### config.mk
export PLATFORM = sky130hd
export DESIGN_NAME = uart_rx_zhiwen
export DESIGN_NICKNAME = d
export VERILOG_FILES = /design/src/rtl/uart_rx_zhiwen.sv
export SDC_FILE = /design/constraint.sdc
export NUM_CORES = 1
export LEC_CHECK = 0
export CAP_MARGIN = 20
export CORE_MARGIN = 2
export CORE_UTILIZATION = 45
export DETAILED_ROUTE_END_ITERATION = 10
export DONT_BUFFER_PORTS = 1
export GPL_ROUTABILITY_DRIVEN = 0
export SLEW_MARGIN = 20
export SYNTH_ARGS = -nofsm -noshare
export SYNTH_HDL_FRONTEND = slang
export SYNTH_SLANG_ARGS = --single-unit
### constraint.sdc
create_clock -name clk -period 2.5 [get_ports clk]
set_input_delay 0.5 -clock clk [delete_from_list [all_inputs] [get_ports clk]]
set_output_delay 0.5 -clock clk [all_outputs]
set_load 0.02 [all_outputs]
### src/rtl/uart_rx_zhiwen.sv
// UART receiver with ack-packet parser for a ZhiWen fingerprint module.
// Optional macro ZHIWEN_CHKSUM_EN enables checksum comparison on SUMH/SUML.
module uart_rx_zhiwen #(
  parameter int          CLK_FREQ    = 50000000,
  parameter int          BAUD        = 57600,
  parameter logic [31:0] MOD_ADDR    = 32'hFFFFFFFF,
  parameter int          TIMEOUT_CYC = 200000,
  parameter logic [15:0] MAX_LEN     = 16'd256
) (
  input  logic        clk,
  input  logic        rst_n,
  input  logic        TX232,
  output logic [7:0]  rx_byte,
  output logic        rx_byte_vld,
  output logic        frame_err,
  output logic [7:0]  ack_pid,
  output logic [7:0]  ack_code,
  output logic [15:0] ack_len,
  output logic        pkt_done,
  output logic        pkt_err,
  output logic        busy
);

  localparam int BAUD_DIV = CLK_FREQ / BAUD;
  localparam int HALF_DIV = BAUD_DIV / 2;
  localparam int CW       = $clog2(BAUD_DIV + 1);
  localparam int TW       = $clog2(TIMEOUT_CYC + 1);
  localparam logic [CW-1:0] DIV_LAST  = CW'(BAUD_DIV - 1);
  localparam logic [CW-1:0] HALF_LAST = CW'(HALF_DIV - 1);
  localparam logic [TW-1:0] TO_LAST   = TW'(TIMEOUT_CYC - 1);

  typedef enum logic [1:0] {B_IDLE, B_START, B_DATA, B_STOP} byte_state_t;
  typedef enum logic [3:0] {
    P_HDR0, P_HDR1, P_ADDR, P_PID, P_LENH, P_LENL, P_BODY, P_SUMH, P_SUML
  } pkt_state_t;

  // Synchronizer flops reset low so a line already low at release gives no edge.
  logic sync1, sync2, sync_prev;
  logic fall;

  always_ff @(posedge clk or negedge rst_n) begin
    if (!rst_n) begin
      sync1     <= 1'b0;
      sync2     <= 1'b0;
      sync_prev <= 1'b0;
    end else begin
      sync1     <= TX232;
      sync2     <= sync1;
      sync_prev <= sync2;
    end
  end

  assign fall = sync_prev & ~sync2;

  byte_state_t     bstate, bnext;
  logic [CW-1:0]   bcnt;
  logic [2:0]      bit_idx;
  logic [7:0]      shift;
  logic            tick, bit_sample, stop_good, stop_bad;

  always_ff @(posedge clk or negedge rst_n) begin
    if (!rst_n) bstate <= B_IDLE;
    else        bstate <= bnext;
  end

  always_comb begin
    bnext = bstate;
    case (bstate)
      B_IDLE:  if (fall) bnext = B_START;
      B_START: if (tick) bnext = sync2 ? B_IDLE : B_DATA;
      B_DATA:  if (tick && bit_idx == 3'd7) bnext = B_STOP;
      B_STOP:  if (tick) bnext = B_IDLE;
      default: bnext = B_IDLE;
    endcase
  end

  always_comb begin
    tick       = 1'b0;
    bit_sample = 1'b0;
    stop_good  = 1'b0;
    stop_bad   = 1'b0;
    case (bstate)
      B_START: tick = (bcnt == HALF_LAST);
      B_DATA: begin
        tick       = (bcnt == DIV_LAST);
        bit_sample = (bcnt == DIV_LAST);
      end
      B_STOP: begin
        tick      = (bcnt == DIV_LAST);
        stop_good = (bcnt == DIV_LAST) && sync2;
        stop_bad  = (bcnt == DIV_LAST) && !sync2;
      end
      default: ;
    endcase
  end

  always_ff @(posedge clk or negedge rst_n) begin
    if (!rst_n) begin
      bcnt        <= '0;
      bit_idx     <= 3'd0;
      shift       <= 8'h00;
      rx_byte     <= 8'h00;
      rx_byte_vld <= 1'b0;
      frame_err   <= 1'b0;
    end else begin
      rx_byte_vld <= stop_good;
      frame_err   <= stop_bad;
      if (bstate == B_IDLE || tick) bcnt <= '0;
      else                          bcnt <= bcnt + 1'b1;
      if (bstate != B_DATA) bit_idx <= 3'd0;
      else if (bit_sample)  bit_idx <= bit_idx + 3'd1;
      if (bit_sample) shift <= {sync2, shift[7:1]};
      if (stop_good)  rx_byte <= shift;
    end
  end

  pkt_state_t     pstate, pnext;
  logic [1:0]     addr_idx;
  logic           addr_bad;
  logic [7:0]     addr_exp;
  logic [7:0]     pid_r, code_r, len_hi;
  logic [15:0]    len_r, len_val, body_cnt;
  logic           first_body;
  logic [TW-1:0]  to_cnt;
  logic           frame_abort, to_fire, addr_fail, len_fail, sum_fail, sum_ok;
  logic           done_set, err_set;

  assign len_val = {len_hi, rx_byte};

`ifdef ZHIWEN_CHKSUM_EN
  logic [15:0] sum;
  logic [7:0]  sum_hi;

  always_ff @(posedge clk or negedge rst_n) begin
    if (!rst_n) begin
      sum    <= 16'h0000;
      sum_hi <= 8'h00;
    end else if (rx_byte_vld) begin
      case (pstate)
        P_PID:                  sum    <= {8'h00, rx_byte};
        P_LENH, P_LENL, P_BODY: sum    <= sum + {8'h00, rx_byte};
        P_SUMH:                 sum_hi <= rx_byte;
        default: ;
      endcase
    end
  end

  assign sum_ok = (sum == {sum_hi, rx_byte});
`else
  assign sum_ok = 1'b1;
`endif

  always_ff @(posedge clk or negedge rst_n) begin
    if (!rst_n) pstate <= P_HDR0;
    else        pstate <= pnext;
  end

  always_comb begin
    pnext = pstate;
    if (frame_abort || to_fire) begin
      pnext = P_HDR0;
    end else if (rx_byte_vld) begin
      case (pstate)
        P_HDR0: if (rx_byte == 8'hEF) pnext = P_HDR1;
        P_HDR1: begin
          if (rx_byte == 8'h01)      pnext = P_ADDR;
          else if (rx_byte != 8'hEF) pnext = P_HDR0;
        end
        P_ADDR: if (addr_idx == 2'd3) pnext = addr_fail ? P_HDR0 : P_PID;
        P_PID:  pnext = P_LENH;
        P_LENH: pnext = P_LENL;
        P_LENL: pnext = len_fail ? P_HDR0 : P_BODY;
        P_BODY: if (body_cnt == 16'd1) pnext = P_SUMH;
        P_SUMH: pnext = P_SUML;
        P_SUML: pnext = P_HDR0;
        default: pnext = P_HDR0;
      endcase
    end
  end

  // Abort sources are exclusive with the SUML byte, so done/err never coincide.
  always_comb begin
    case (addr_idx)
      2'd0:    addr_exp = MOD_ADDR[31:24];
      2'd1:    addr_exp = MOD_ADDR[23:16];
      2'd2:    addr_exp = MOD_ADDR[15:8];
      default: addr_exp = MOD_ADDR[7:0];
    endcase
    frame_abort = stop_bad && (pstate != P_HDR0);
    to_fire     = (pstate != P_HDR0) && !rx_byte_vld && (to_cnt == TO_LAST);
    addr_fail   = rx_byte_vld && (pstate == P_ADDR) && (addr_idx == 2'd3) &&
                  (addr_bad || (rx_byte != addr_exp));
    len_fail    = rx_byte_vld && (pstate == P_LENL) &&
                  ((len_val < 16'd3) || (len_val > MAX_LEN));
    sum_fail    = rx_byte_vld && (pstate == P_SUML) && !sum_ok;
    done_set    = rx_byte_vld && (pstate == P_SUML) && sum_ok && !frame_abort && !to_fire;
    err_set     = frame_abort || to_fire || addr_fail || len_fail || sum_fail;
  end

  always_ff @(posedge clk or negedge rst_n) begin
    if (!rst_n) begin
      addr_idx   <= 2'd0;
      addr_bad   <= 1'b0;
      pid_r      <= 8'h00;
      code_r     <= 8'h00;
      len_hi     <= 8'h00;
      len_r      <= 16'h0000;
      body_cnt   <= 16'h0000;
      first_body <= 1'b0;
      to_cnt     <= '0;
      pkt_done   <= 1'b0;
      pkt_err    <= 1'b0;
      ack_pid    <= 8'h00;
      ack_code   <= 8'h00;
      ack_len    <= 16'h0000;
    end else begin
      pkt_done <= done_set;
      pkt_err  <= err_set;
      if (pstate == P_HDR0 || rx_byte_vld || to_fire) to_cnt <= '0;
      else                                            to_cnt <= to_cnt + 1'b1;
      if (pstate != P_ADDR) begin
        addr_idx <= 2'd0;
        addr_bad <= 1'b0;
      end else if (rx_byte_vld) begin
        addr_idx <= addr_idx + 2'd1;
        addr_bad <= addr_bad | (rx_byte != addr_exp);
      end
      if (rx_byte_vld) begin
        case (pstate)
          P_PID:  pid_r  <= rx_byte;
          P_LENH: len_hi <= rx_byte;
          P_LENL: begin
            len_r      <= len_val;
            body_cnt   <= len_val - 16'd2;
            first_body <= 1'b1;
          end
          P_BODY: begin
            if (first_body) code_r <= rx_byte;
            first_body <= 1'b0;
            body_cnt   <= body_cnt - 16'd1;
          end
          default: ;
        endcase
      end
      if (done_set) begin
        ack_pid  <= pid_r;
        ack_code <= code_r;
        ack_len  <= len_r;
      end
    end
  end

  assign busy = (bstate != B_IDLE) || (pstate != P_HDR0);

endmodule
[Word-level counts from Yosys, hierarchy flattened]
Index checks and enable logic that the tools add are counted.
W data, S select, Z words.
Word-level totals
  bits in registers: 152
  logic and storage cells: 140
  output and inout port bits: 45
  input port bits: 3
Operators by class
  magnitude comparators: 2
  reduce and logical (&&, ||, !) cells: 43
  bitwise operators: 3
  add/subtract/negate cells: 6
  muxes and demuxes: 30
  eq/ne operators: 31
Operator list (count)
  $pmux W16 S2: 1
  $pmux W4 S8: 1
  $mux W4: 7
  $add A18 B1 Y18 const B: 1
  $eq A18 B18 Y1 const B: 1
  $mux W18: 1
  $eq A16 B1 Y1 const B: 1
  $eq A4 B3 Y1 const B: 4
  $gt A16 B9 Y1 const B: 1
  $lt A16 B2 Y1 const B: 1
  $mux W2: 8
  $ne A8 B8 Y1 const B: 2
  $sub A16 B1 Y16 const B: 1
  $sub A16 B2 Y16 const B: 1
  $logic_and A1 B1 Y1: 14
  $add A10 B1 Y10 const B: 1
  $eq A10 B10 Y1 const B: 1
  $eq A10 B9 Y1 const B: 1
  $mux W10: 1
  $ne A2 B2 Y1 const B: 5
  $reduce_bool A2 Y1: 5
  $logic_or A1 B1 Y1: 9
  $mux W3: 3
  $ne A3 B3 Y1 const B: 3
  27 further kinds: 41

[Logic depth before layout (Yosys ltp)]
  depth in word-level cells: 9
  gate-level depth with buffers: 9
  gate-level depth less buffers: 8

[Worst setup path before layout]
OpenSTA, ideal clock, no wires.
  kind: flip-flop to flip-flop
  start point: reg body_cnt[8]
  end point: reg pstate[0]
  path buffers: 1
  stages on the path, launching flop included: 8
  data required time: 2.426 ns
  library setup time: 0.074 ns
  arrival: 2.181 ns
  clock period less this slack: 2.254 ns
  path slack: 0.246 ns
  path through: dfrtp_1 -> or4_1 -> buf_2 -> nor4_2 -> o221a_2 -> o41ai_2 -> or4_4 -> a21oi_2
On the way
  longest elaborated chain between the ends: 3
RTL lines
  from (decl): line 122  | logic [15:0] len_r, len_val, body_cnt;
  from (signal assigned): line 234  | body_cnt <= len_val - 16'd2;
  from (signal assigned): line 240  | body_cnt <= body_cnt - 16'd1;
  $eq A16 B1 Y1: line 173  | P_BODY: if (body_cnt == 16'd1) pnext = P_SUMH;
  $ne A3 B3 Y1 (no source line)
  $reduce_and A5 Y1 (no source line)
  to (signal assigned): line 155  | else pstate <= pnext;
  to (decl): line 117  | pkt_state_t pstate, pnext;
Every way passes these cells.
A chain may end at the register's enable or synchronous reset.

[Worst setup path in the final report]
  start point: reg body_cnt[1]
  end point: reg pstate[0]
The elaborated chain is that of the path after synthesis.

==> results.toml <==
[drt]
post-route-drc-count = 0
antenna_left = 0
vias = 4887
dr.pass1.iters = 5
wirelength_um = 15090
wire_per_inst_um = 17.31
dr.first_iter.drc_count = 249
via_per_inst = 5.604

[power_and_ir_drop]
power.total_mw = 5.062
power.leakage_nw = 3.794
p_per_area_nw_per_um2 = 641.3
irDropWorstVdd_mv = 0.4654

[synthesis]
ys.flop_type = "dfrtp_1"
yosysMostFrequentCell = "dfrtp_1"
syn_area_um2 = 6915
ys_async_sr_fraction_pct = 100.0
synth_edf_count = 0
syn-num-nets = 661
avgSynthCellArea_um2 = 10.66
yosysWarnings = 0
synth_top_area_share_pct = 55.00
ys_top_cells_by_area = "dfrtp_1, mux2_2, nand2_1"
seq_area_frac_synth_pct = 55.00
synth_top_area_cell = "dfrtp_1"
synth_cell_types = 54
synth_common_cells = "dfrtp_1, nand2_1, mux2_2, nor2_1, o21ai_0"
syn_inst = 649
yosys_register_bits = 152

[timing]
setup_viol = 0
finalHoldWorstSlack_ns = -0.2287
drv_slew = 0
max_freq_mhz = 409.7
finalCritPeriodShare_pct = 97.63
tns_ns = 0
rsz0062_at_grt = "false"
worstMarginPinSlew_ns = 0.7023
fin_ws_ns = 0.05921
slew_headroom_pct = 52.86
finalCriticalPeriod_ns = 2.441
hold_viol_final = 152
skew_ns = 0.009152

[status]
status = "finished, violations left"
violations = "hold timing"

[final_layout]
num_antenna_cells = 0
drive_gt1_share_pct = 21.64
nets = 683
area_delta_synth_final_pct = 14.13
num-fill-cells = 1379
instances_no_fill = 872

[global_route]
track_usage_pct = 19.44
use_met2_pct = 30.64
grtUsageMet3_pct = 5.259
overflow = 0
grt_pass1_vias = 4951
busiest_layer = "met2"
met1_usage_pct = 25.79
antenna_found_initial = 0
grt_pass1_wl_um = 25070
grt_max_degree = 153

[place]
hpwl_um = 10180
dp.cells = 839
place_ws_ns = 0.04612
port_buffers = 0

[critical_path]
r2r-start = "body_cnt[1]"
r2r_cells = 8
cp-end-kind = "flop"
start_kind = "flop"
worstReg2RegEnd = "pstate[0]"
r2r_setup_slack_ns = 0.06
crit_arrival_ns = 2.79
critical_path.max_fanout = 3
crit_start = "body_cnt[1]"
worst_ep_required_time_ns = 2.85
criticalPathCategory = "flop to flop"

[die]
die_w_um = 128.0
die_h_um = 128.0
ios = 48
start_util_pct = 45.83
core_area_um2 = 15090
fp-row-count = 45
die_area_um2 = 16380

[clock_network]
clock_latency_ns = 0.42
clk_pin_slew_ns = 0.06
cts_tree = "yes"
cts_made_buffers = 17
clk_path_buf_depth = 2
clock-sinks = 152
htreeDepth = 4
cts_root_buf = "clkbuf_16"

[worst_hold_path]
min_path_type = "input port to async pin"

[run]
maxCapViolCount = 0
## power by group
group / switching (mW) / internal (mW) / leakage [nW]
logic: 0.0565 / 0.0489 / 1.42
clock network: 1.10 / 1.31 / 0.267
registers: 0.0522 / 2.50 / 2.11
total: 1.20 / 3.86 / 3.79
## flip-flops by register name (all words and copies together) (netlist names), 2 cells and up, named ones only
| register | count |
|---|---|
| to_cnt | 18 |
| ack_len | 16 |
| body_cnt | 16 |
| len_r | 16 |
| bcnt | 10 |
| ack_code | 8 |
| ack_pid | 8 |
| code_r | 8 |
| len_hi | 8 |
| pid_r | 8 |
| rx_byte | 8 |
| shift | 8 |
| pstate | 4 |
| bit_idx | 3 |
| addr_idx | 2 |
## critical path, stage by stage (launching register included)
cell and delay (ns):
dfrtp_1 0.40, inv_2 0.08, ha_1 0.13, or4b_4 0.48
nor4_4 0.34, o221a_2 0.29, o41ai_4 0.09, or4_4 0.43
a21oi_2 0.14
## logic make-up after synthesis
logic type	share of synthesized area, %
and+or+nand+nor	17.12
DFF	55.00
AOI/OAI and AO/OA	7.599
muxes	11.18
buffers and inverters	2.533
xor gates and xnor gates	4.939
adders and majority gates	1.628
## timing repair
action,4_1_cts,5_1_grt
resized for setup,0,4
setup buffers,0,1
endpoints found under the hold margin,152,152
endpoints found under the setup margin,0,1
## layer usage
| metal | up-vias | wire length (µm) |
|---|---|---|
| li1 | 2310 | - |
| met1 | 2448 | 6895 |
| met2 | 108 | 7141 |
| met3 | 21 | 811 |
| met4 | 0 | 242 |
| met5 | - | 0 |
## cell usage in the layout (no fill, tap or decap), types with 2 or more instances in the layout
master and instances:
xor2_1 22, or4_1 3, o41ai_1 2, nand4_1 10, nand2b_1 3, inv_1 10, and2_1 3, mux2i_1 3
a221oi_1 2, inv_8 3, xnor2_1 17, nor3_1 16, clkbuf_16 17, nor2_1 57, nor2b_1 3, clkinvlp_4 3
a22oi_1 3, and3_1 7, clkinv_4 3, or2_2 3, nand2_1 90, buf_4 36, mux2_2 66, nand3_1 31
nor4_1 10, a22o_1 3, ha_1 9, inv_6 5, nor3b_1 3, o211ai_1 2, dfrtp_1 152, or4_4 2
o22ai_1 3, or3_1 4, o21ai_0 36, a21oi_1 16
## cell type report
type / instances / area, µm² / share of cell area [%]
inverter: 11 / 41.29 / 0.5231
multi-input combinational: 452 / 2965 / 37.57
clock inverter: 15 / 131.4 / 1.665
timing repair buffer: 37 / 290.3 / 3.678
sequential: 152 / 3804 / 48.19
tap: 188 / 235.2 / 2.980
clock buffer: 17 / 425.4 / 5.390
## stage by stage
stage               util (%)  cell area (µm²)  hold WS (ns)
floorplan                  -             6915        0.2044
global placement       48.41             7305        0.2151
detailed placement     48.41             7305        0.2147
CTS                    52.10             7861       -0.2384
global route           52.31             7893       -0.2417
finish                 52.31             7893       -0.2287
## worst max path at each step
stage / endpoint / slack [ns] / depth (start not counted)
floorplan: pstate[0] / 0.25 / 7
global placement: pstate[0] / 0.15 / 8
detailed placement: pstate[0] / 0.05 / 8
CTS: pstate[0] / 0.02 / 8
global route: pstate[0] / 0.004 / 8
finish: pstate[0] / 0.06 / 8
Power figures use the tool's default switching activity.
